<file path="src/rtl/tb_retire_checker.sv">
// Generic single-clock FIFO with first-word-fall-through head and synchronous clear.
// Latency: a word pushed at edge N is visible on o_dat after edge N; clear takes effect at the next edge.
// Backpressure: pushes while full and pops while empty are ignored; o_full/o_empty come from a registered count.
module fifo #(
  parameter int DEPTH = 16,
  parameter int W     = 8
) (
  input  logic         i_clk,
  input  logic         i_rst_n,
  input  logic         i_clr,
  input  logic         i_push,
  input  logic [W-1:0] i_dat,
  input  logic         i_pop,
  output logic [W-1:0] o_dat,
  output logic         o_full,
  output logic         o_empty
);
  localparam int AW = $clog2(DEPTH);

  logic [W-1:0]  r_mem [DEPTH];
  logic [AW-1:0] r_wr_ptr;
  logic [AW-1:0] r_rd_ptr;
  logic [AW:0]   r_count;
  logic          w_push;
  logic          w_pop;

  assign o_full  = (r_count == (AW+1)'(DEPTH));
  assign o_empty = (r_count == '0);
  assign w_push  = i_push && !o_full;
  assign w_pop   = i_pop && !o_empty;
  assign o_dat   = r_mem[r_rd_ptr];

  // Storage array: written on every accepted push, never reset.
  always_ff @(posedge i_clk) begin
    if (w_push && !i_clr) r_mem[r_wr_ptr] <= i_dat;
  end

  // Pointers and occupancy; a clear empties the FIFO and overrides any push/pop that cycle.
  always_ff @(posedge i_clk or negedge i_rst_n) begin
    if (!i_rst_n) begin
      r_wr_ptr <= '0;
      r_rd_ptr <= '0;
      r_count  <= '0;
    end else if (i_clr) begin
      r_wr_ptr <= '0;
      r_rd_ptr <= '0;
      r_count  <= '0;
    end else begin
      if (w_push) r_wr_ptr <= r_wr_ptr + AW'(1);
      if (w_pop)  r_rd_ptr <= r_rd_ptr + AW'(1);
      if (w_push && !w_pop)      r_count <= r_count + (AW+1)'(1);
      else if (w_pop && !w_push) r_count <= r_count - (AW+1)'(1);
    end
  end
endmodule


</file>
<file path="config.mk">
export PLATFORM = sky130hd
export DESIGN_NAME = fifo
export DESIGN_NICKNAME = d
export VERILOG_FILES = /design/src/rtl/tb_retire_checker.sv
export SDC_FILE = /design/constraint.sdc
export NUM_CORES = 1
export LEC_CHECK = 0
export CAP_MARGIN = 20
export CORE_UTILIZATION = 50
export DETAILED_ROUTE_END_ITERATION = 12
export MAX_ROUTING_LAYER = met4
export PLACE_DENSITY = 0.78
export SKIP_CTS_REPAIR_TIMING = 1
export SLEW_MARGIN = 40
export SYNTH_ARGS = -nofsm -noshare
export SYNTH_HDL_FRONTEND = slang
export SYNTH_SLANG_ARGS = --single-unit
</file>
<file path="constraint.sdc">
create_clock -name i_clk -period 3.5 [get_ports i_clk]
set_clock_uncertainty 0.1 [all_clocks]
set_input_delay 1.05 -clock i_clk [delete_from_list [all_inputs] [get_ports i_clk]]
set_output_delay 1.05 -clock i_clk [all_outputs]
set_load 0.005 [all_outputs]
</file>
======== Word level (Yosys, flattened, before mapping) ========
Memories as Yosys holds them, arrays and structs flattened.
Cells that the tools add are included.
Widths: inputs -> output; s select.
word-level totals
  register bits after elaboration ......... 13
  RAM bits ................................ 128
  bits of input ports ..................... 13
  memories ................................ 1
cells by class
  add/subtract/negate cells ............... 4
  equal/unequal tests ..................... 1
  mux-type cells .......................... 9
  reduce and logical (&&, ||, !) cells .... 14
memory list
  name   words  bits a word  read ports  clocked after memory_dff  wr ports  line  RTL
  r_mem  16     8            1           0                         1         20    logic [W-1:0] r_mem [DEPTH];
operators by type and width
  operator             count
  $mux 4               4
  $mux 5               3
  $add 4x1->4 const B  2
  $add 5x1->5 const B  1
  $eq 5x5->1 const B   1
  $logic_and 1x1->1    5
  $logic_not 1->1      5
  $logic_not 5->1      1
  $sub 5x1->5 const B  1
  $reduce_bool 2->1    2
  $reduce_bool 3->1    1
  $mux 1               2

======== Longest topological paths before layout ========
Gate-level depths: netlist of the first run.
  depth after elaboration ................. 8
  mapped depth ............................ 8
  gate-level depth less buffers ........... 8

======== Least setup slack after synthesis of the first run ========
No wires, ideal clock.
  path kind ............................... input-to-reg
  from .................................... input port i_push
  to ...................................... register r_count[4]
  library setup time ...................... 0.082 ns
  data arrival time ....................... 2.804 ns
  data required time ...................... 3.318 ns
  path slack .............................. 0.514 ns
  cell stages on the path ................. 8
  path buffers ............................ 0
  cell sequence ........................... inv_1 -> a21oi_1 -> nand2_1 -> ha_1 -> a21oi_1 -> a211oi_1 -> a311o_1 -> a31oi_1
between the ends
  longest elaborated chain between the ends .. 4
  elaborated cells between the ends (all ways) .. 7
  those cells by class .................... 2 x mux; 5 x reduce/logical
ends and longest elaborated chain
  item                                                  line    RTL
  from (decl)                                           11      input logic i_push,
  $logic_and 1x1->1 *                                   29      assign w_push = i_push && !o_full;
  $logic_and 1x1->1 or $logic_not 1->1 (tied branches)  51, 52
  $mux 5 or $logic_and 1x1->1 (tied branches)           51, 52
  $mux 5 or $reduce_bool 3->1 (tied branches)           n/a
  to (signal assigned)                                  51      if (w_push && !w_pop) r_count <= r_count + (AW+1)'(1);
  to (signal assigned)                                  52      else if (w_pop && !w_push) r_count <= r_count - (AW+1)'(1);
  to (decl)                                             23      logic [AW:0] r_count;
Mark *: on every way between the ends. The rest lies on a longest branch, timed or not.
A chain may end at the register's enable or synchronous reset.

======== Final worst setup path of the first run ========
  from .................................... register r_rd_ptr[0]
  to ...................................... output port o_dat[2]
between the ends
  longest elaborated chain between the ends .. 1
ends and longest elaborated chain
  item                    line  RTL
  from (decl)             22    logic [AW-1:0] r_rd_ptr;
  from (signal assigned)  50    if (w_pop) r_rd_ptr <= r_rd_ptr + AW'(1);
  $mem_v2 16x8            n/a
  to (decl)               14    output logic [W-1:0] o_dat,
Every way passes these cells.

==> results of run 1 <==
[routing by layer]
metal | global-route usage | vias to the layer above | wire length [um]
li1 | - | 1333 | -
met1 | 0.259 | 1638 | 4930
met2 | 0.328 | 158 | 6500
met3 | 0.0558 | 19 | 832
met4 | 0.102 | 0 | 275
met5 | - | - | 0
[synthesized netlist by cell type]
cell	count	area, sq um
a21oi_1	4	20.0
mux2i_1	3	30.0
xnor2_1	3	26.3
o211ai_2	1	12.5
nand3_2	1	10.0
mux4_1	30	788
nand3b_1	1	7.51
a311o_1	1	10.0
buf_1	1	3.75
o21ai_2	1	8.76
ha_1	9	113
xor2_1	4	35.0
clkbuf_1	9	33.8
o41ai_1	1	8.76
a21o_1	1	7.51
fa_1	1	20.0
and3_2	1	7.51
a31oi_1	1	6.26
buf_6	3	33.8
o211ai_1	2	15.0
or3_1	1	6.26
nand3_1	5	25.0
a41oi_1	1	8.76
dfrtp_1	13	325
buf_8	1	15.0
or4_1	1	7.51
o21ai_0	1	5.00
nor4_1	1	6.26
buf_2	1	5.00
mux2_1	3	33.8
edfxtp_1	128	3840
a21boi_0	2	15.0
and4b_1	1	10.0
inv_1	5	18.8
mux4_2	10	225
or3b_2	1	8.76
nand2_1	6	22.5
a21oi_2	1	8.76
nor2_1	30	113
nor2b_1	1	6.26
a211oi_1	2	15.0
[state kept, by name, indices dropped and copies added, names as in the netlist]
signal / flops
r_count: 5
r_mem: 128
r_wr_ptr: 4
r_rd_ptr: 4
[power by group through the flow]
stage,Sequential (mW),Combinational [mW],Clock [mW]
6_report,1.97,1.11,1.58
3_3_place_gp,1.99,0.863,0
4_1_cts,1.96,0.906,1.61
3_5_place_dp,1.99,0.898,0
2_1_floorplan,1.96,0.626,0
5_1_grt,1.98,1.20,1.67
[kinds of logic after synthesis]
family	count (synthesis)
flip-flops	141
AO/OA/AOI/OAI	19
buffers and inverters	20
adder cells (fa/ha/maj)	10
XOR/XNOR	7
multiplexers	46
AND/OR/NAND/NOR	50
[area by class of cell]
class / count / area share
clock buffer: 23 / 0.0631
clock inverter: 8 / 0.00987
inverter: 5 / 0.00264
multi-input combinational: 132 / 0.220
sequential: 141 / 0.587
tap: 143 / 0.0252
timing repair buffer: 65 / 0.0916
[how the worst min path moves through the flow]
stage | endpoint | cells after the start | slack (ps) | from
detailed placement | r_rd_ptr[2] | 2 | 460 | r_rd_ptr[2]
finish | r_rd_ptr[2] | 2 | 480 | r_rd_ptr[2]
CTS | r_rd_ptr[2] | 2 | 470 | r_rd_ptr[2]
floorplan | r_count[3] | 2 | 450 | r_count[3]
global route | r_rd_ptr[2] | 2 | 510 | r_rd_ptr[2]
global placement | r_rd_ptr[2] | 2 | 450 | r_rd_ptr[2]
[stage by stage]
step,worst slack [ps],power [mW],area (sq um),util
2_1_floorplan,514,2.59,5920,-
3_3_place_gp,173,2.85,6450,0.562
3_5_place_dp,62.4,2.89,6450,0.562
4_1_cts,-300,4.48,6970,0.608
5_1_grt,-186,4.85,7100,0.619
6_report,-148,4.66,7100,0.619
[critical path, delay by kind of cell, from the launching register on]
family / cells / cell delay (ps)
multiplexers: 2 / 1060
buffers and inverters: 4 / 540
flip-flops: 1 / 490
==> flow_summary.yaml, run 1 <==
outcome:
  status: "complete, but fails checks"
  violations: "setup timing"
route:
  drt_iter0_markers: 399
  ant_nets: 0
  dr.pass1.iters: 5
  via_count: 3148
  wl_per_cell_um: 24.3
  routed_wl_mm: 12.5
  viasPerCell: 6.09
  route.detailed.drc: 0
setup_path:
  r2r_slack_ps: 650
  cp_slowest_stage_delay_ps: 530
  crit_path_top_delay_cell: "mux4_2"
  endpoint: "o_dat[2]"
  rr_startpoint: "r_count[0]"
  critPathLaunch: "r_rd_ptr[0]"
  crit_path_max_fanout: 7
  crit_type: "register to output port"
  r2r_cells: 8
  path_cells: "buf_6 -> clkbuf_16 -> buf_6 -> mux4_2 -> mux4_2 -> clkbuf_2"
  arrival_ps: 2500
  rr_endpoint: "r_count[4]"
  endpoint_kind: "output port"
  required_ps: 2350
  start_kind: "register"
finish:
  antenna_cells: 0
  final_common_cell: "edfxtp_1"
  syn_to_final_growth_pct: 19.9
  layout_common_cells: "edfxtp_1 (128), mux4_2 (32), nor2_1 (30), buf_4 (30), clkbuf_16 (20)"
  nFillCells: 776
  instances_no_fill: 517
  layout-drive-gt1-share: 0.305
  final_nets: 385
  multiInputGateArea_sq_um: 1560
  regArea_sq_um: 4170
hold_path:
  hold_path.class: "register to register"
sta:
  fmax_mhz: 274
  finalHoldViolCount: 0
  worst_slack_ps: -148
  fin_hold_ws_ps: 482
  fin_setup_tns_ps: -352
  maxSlewHeadroom: 0.594
  rsz0062_at_grt: "yes"
  setup_viol: 5
  drv_slew: 0
  min_period_ps: 3650
  worst_slew_pin_slew_ps: 607
  period_share: 1.04
power:
  ir_drop_v: 0.000387
  power_frac_comb: 0.238
  seqPwrFrac: 0.423
  clock_power_share: 0.339
  p_sw_frac: 0.249
  powerDensity_nw_per_um2: 657
  p_int_mw: 3.50
  leakage_nw: 2.45
  p_sw_mw: 1.16
floorplan:
  ios: 23
  rows: 39
  fp.dieW_um: 111
  start_util: 0.516
  die_y_um: 111
  design.core.area_sq_um: 11500
  dieArea_sq_um: 12300
global_route:
  grt_pass1_wl_mm: 17.8
  antenna_found_initial: 0
  overflow: 0
  grt_max_degree: 36
  grt_use_total: 0.211
  grt_pass1_vias: 3082
clocking:
  clk_latency_ps: 410
  clk_pin_slew_ps: 50
  cts_root_buffer: "clkbuf_16"
  cts_made_buffers: 17
  clock_sinks: 141
  cts.htree.levels: 4
  clockBufferDepth: 2
  cts_tree: "built"
synth:
  syn_avg_cell_area_sq_um: 20.2
  ys_types: 41
  yosysWarnings: 0
  syn_nets: 316
  yosys.area_share.simple: 0.0389
  ys_ff_latch: 141
  yosys.area_share.xor_xnor: 0.0104
  syn_area_sq_um: 5920
  syn_inst: 293
  synthMuxAreaShare: 0.182
  synth_top_family_by_area: "multiplexers"
  synth_seq_area_share: 0.704
  synth_compound_area_frac: 0.0239
  synth_fa_ha_area_frac: 0.0224
flow_run:
  drv_cap: 0
placement:
  place.gp.congestion: 0.785
  dp.cells: 467
  dp_hpwl_mm: 7.21
  numPortBuffers: 22
(Power assumes the default switching activity.)
==> run 2, diff against run 1 <==
Settings changed: CORE_ASPECT_RATIO from default to 2.
==> flow_summary.yaml, run 2 (synthesis results as in run 1) <==
global_route:
  grt_use_total: 0.222
  grt_pass1_vias: 3150
  grt_max_degree: 26
  overflow: 0
  antenna_found_initial: 0
  grt_pass1_wl_mm: 17.9
flow_run:
  drv_cap: 0
finish:
  final_core_util: 0.629
  layout-drive-gt1-share: 0.309
  top_register: "r_mem"
  syn_to_final_growth_pct: 21.4
  instances_no_fill: 518
  nFillCells: 825
  final_nets: 386
  antenna_cells: 0
  reg_top3: "r_mem x128, r_count x5"
  largest_reg_flops: 128
  layout_common_cells: "edfxtp_1 (128), buf_4 (34), nor2_1 (30), mux4_2 (29), clkbuf_16 (19)"
  final_common_cell: "edfxtp_1"
power:
  p_sw_mw: 1.22
  p_int_mw: 3.65
  ir_drop_v: 0.000548
  powerDensity_nw_per_um2: 678
  p_sw_frac: 0.251
  power_frac_comb: 0.221
  seqPwrFrac: 0.403
  clock_power_share: 0.376
  leakage_nw: 2.51
setup_path:
  critPathLaunch: "r_rd_ptr[0]"
  arrival_ps: 2420
  r2r_cells: 8
  start_kind: "register"
  r2r_slack_ps: 630
  crit_type: "register to output port"
  required_ps: 2350
  crit_path_max_fanout: 6
  endpoint_kind: "output port"
  rr_endpoint: "r_count[4]"
  rr_startpoint: "r_count[0]"
  endpoint: "o_dat[2]"
clocking:
  cts_root_buffer: "clkbuf_16"
  cts.htree.levels: 4
  clockBufferDepth: 2
  clock_sinks: 141
  cts_tree: "built"
  cts_made_buffers: 17
  clk_latency_ps: 410
  clk_pin_slew_ps: 60
floorplan:
  rows: 55
  start_util: 0.518
  fp.dieW_um: 79.0
  dieArea_sq_um: 12300
  design.core.area_sq_um: 11400
  ios: 23
  die_y_um: 156
route:
  via_count: 3064
  routed_wl_mm: 12.6
  dr.pass1.iters: 4
  wl_per_cell_um: 24.3
  route.detailed.drc: 0
  drt_iter0_markers: 290
  viasPerCell: 5.92
  ant_nets: 0
placement:
  numPortBuffers: 22
  dp_hpwl_mm: 7.65
  dp.cells: 469
  place.gp.congestion: 0.756
sta:
  worst_slack_ps: -68.8
  fmax_mhz: 280
  min_period_ps: 3570
  rsz0062_at_grt: "yes"
  period_share: 1.02
  maxSlewHeadroom: 0.541
  setup_viol: 3
  drv_slew: 0
  worst_slew_pin_slew_ps: 682
  finalHoldViolCount: 0
outcome:
  status: "complete, but fails checks"
  violations: "setup timing"
hold_path:
  hold_path.class: "register to register"
## run 2: worst min path at each step
stage,to,depth (start not counted),start,slack (ps)
5_1_grt,r_count[3],2,r_count[3],540
6_report,r_count[3],2,r_count[3],510
3_3_place_gp,r_rd_ptr[2],2,r_rd_ptr[2],450
2_1_floorplan,r_count[3],2,r_count[3],450
4_1_cts,r_count[3],2,r_count[3],510
3_5_place_dp,r_rd_ptr[2],2,r_rd_ptr[2],480
## run 2: stage by stage
stage | power [mW] | setup WS (ps) | hold slack [ps] | TNS (ps) | instance area (sq um)
floorplan | 2.59 | 514 | 447 | 0 | 5920
global placement | 2.85 | 147 | 450 | 0 | 6440
detailed placement | 2.88 | 114 | 483 | 0 | 6440
CTS | 4.70 | -331 | 508 | -2310 | 7050
global route | 5.06 | -157 | 543 | -596 | 7190
finish | 4.87 | -68.8 | 514 | -146 | 7190
## run 2: metal layers
layer,share of wire,GRT usage,vias up
met5,0,-,-
met4,0.026,0.112,0
met3,0.047,0.0480,22
met1,0.35,0.223,1582
met2,0.58,0.397,119
li1,-,-,1341
## run 2: area by class of cell
| class | instances | area, sq um | share of cell area |
|---|---|---|---|
| Inverter | 5 | 18.8 | 0.00261 |
| Clock inverter | 15 | 185 | 0.0258 |
| Sequential cell | 141 | 4170 | 0.580 |
| Timing Repair Buffer | 66 | 634 | 0.0883 |
| Multi-Input combinational cell | 132 | 1580 | 0.219 |
| Tap cell | 142 | 178 | 0.0247 |
| Clock buffer | 17 | 425 | 0.0592 |
## run 2: power by group through the flow
stage                     sequential [mW]  clock [mW]  combinational [mW]
after floorplan                      1.96           0               0.626
after global placement               1.98           0               0.866
after detailed placement             1.99           0               0.888
after CTS                            1.96        1.86               0.891
after global routing                 1.97        1.93                1.16
final                                1.96        1.83                1.08
## run 2: worst max-delay path, stage by stage (launching register included)
cell       delay [ps]
dfrtp_2           460
buf_12            150
buf_6             100
clkbuf_16         150
buf_6             110
mux4_2            440
mux4_2            470
clkbuf_2          120
==> run 3, diff against run 2 <==
Settings changed: CTS_CLUSTER_SIZE from default to 12.
==> results of run 3 <==
No change in the layout: final DEF, timing and power equal those of run 2.
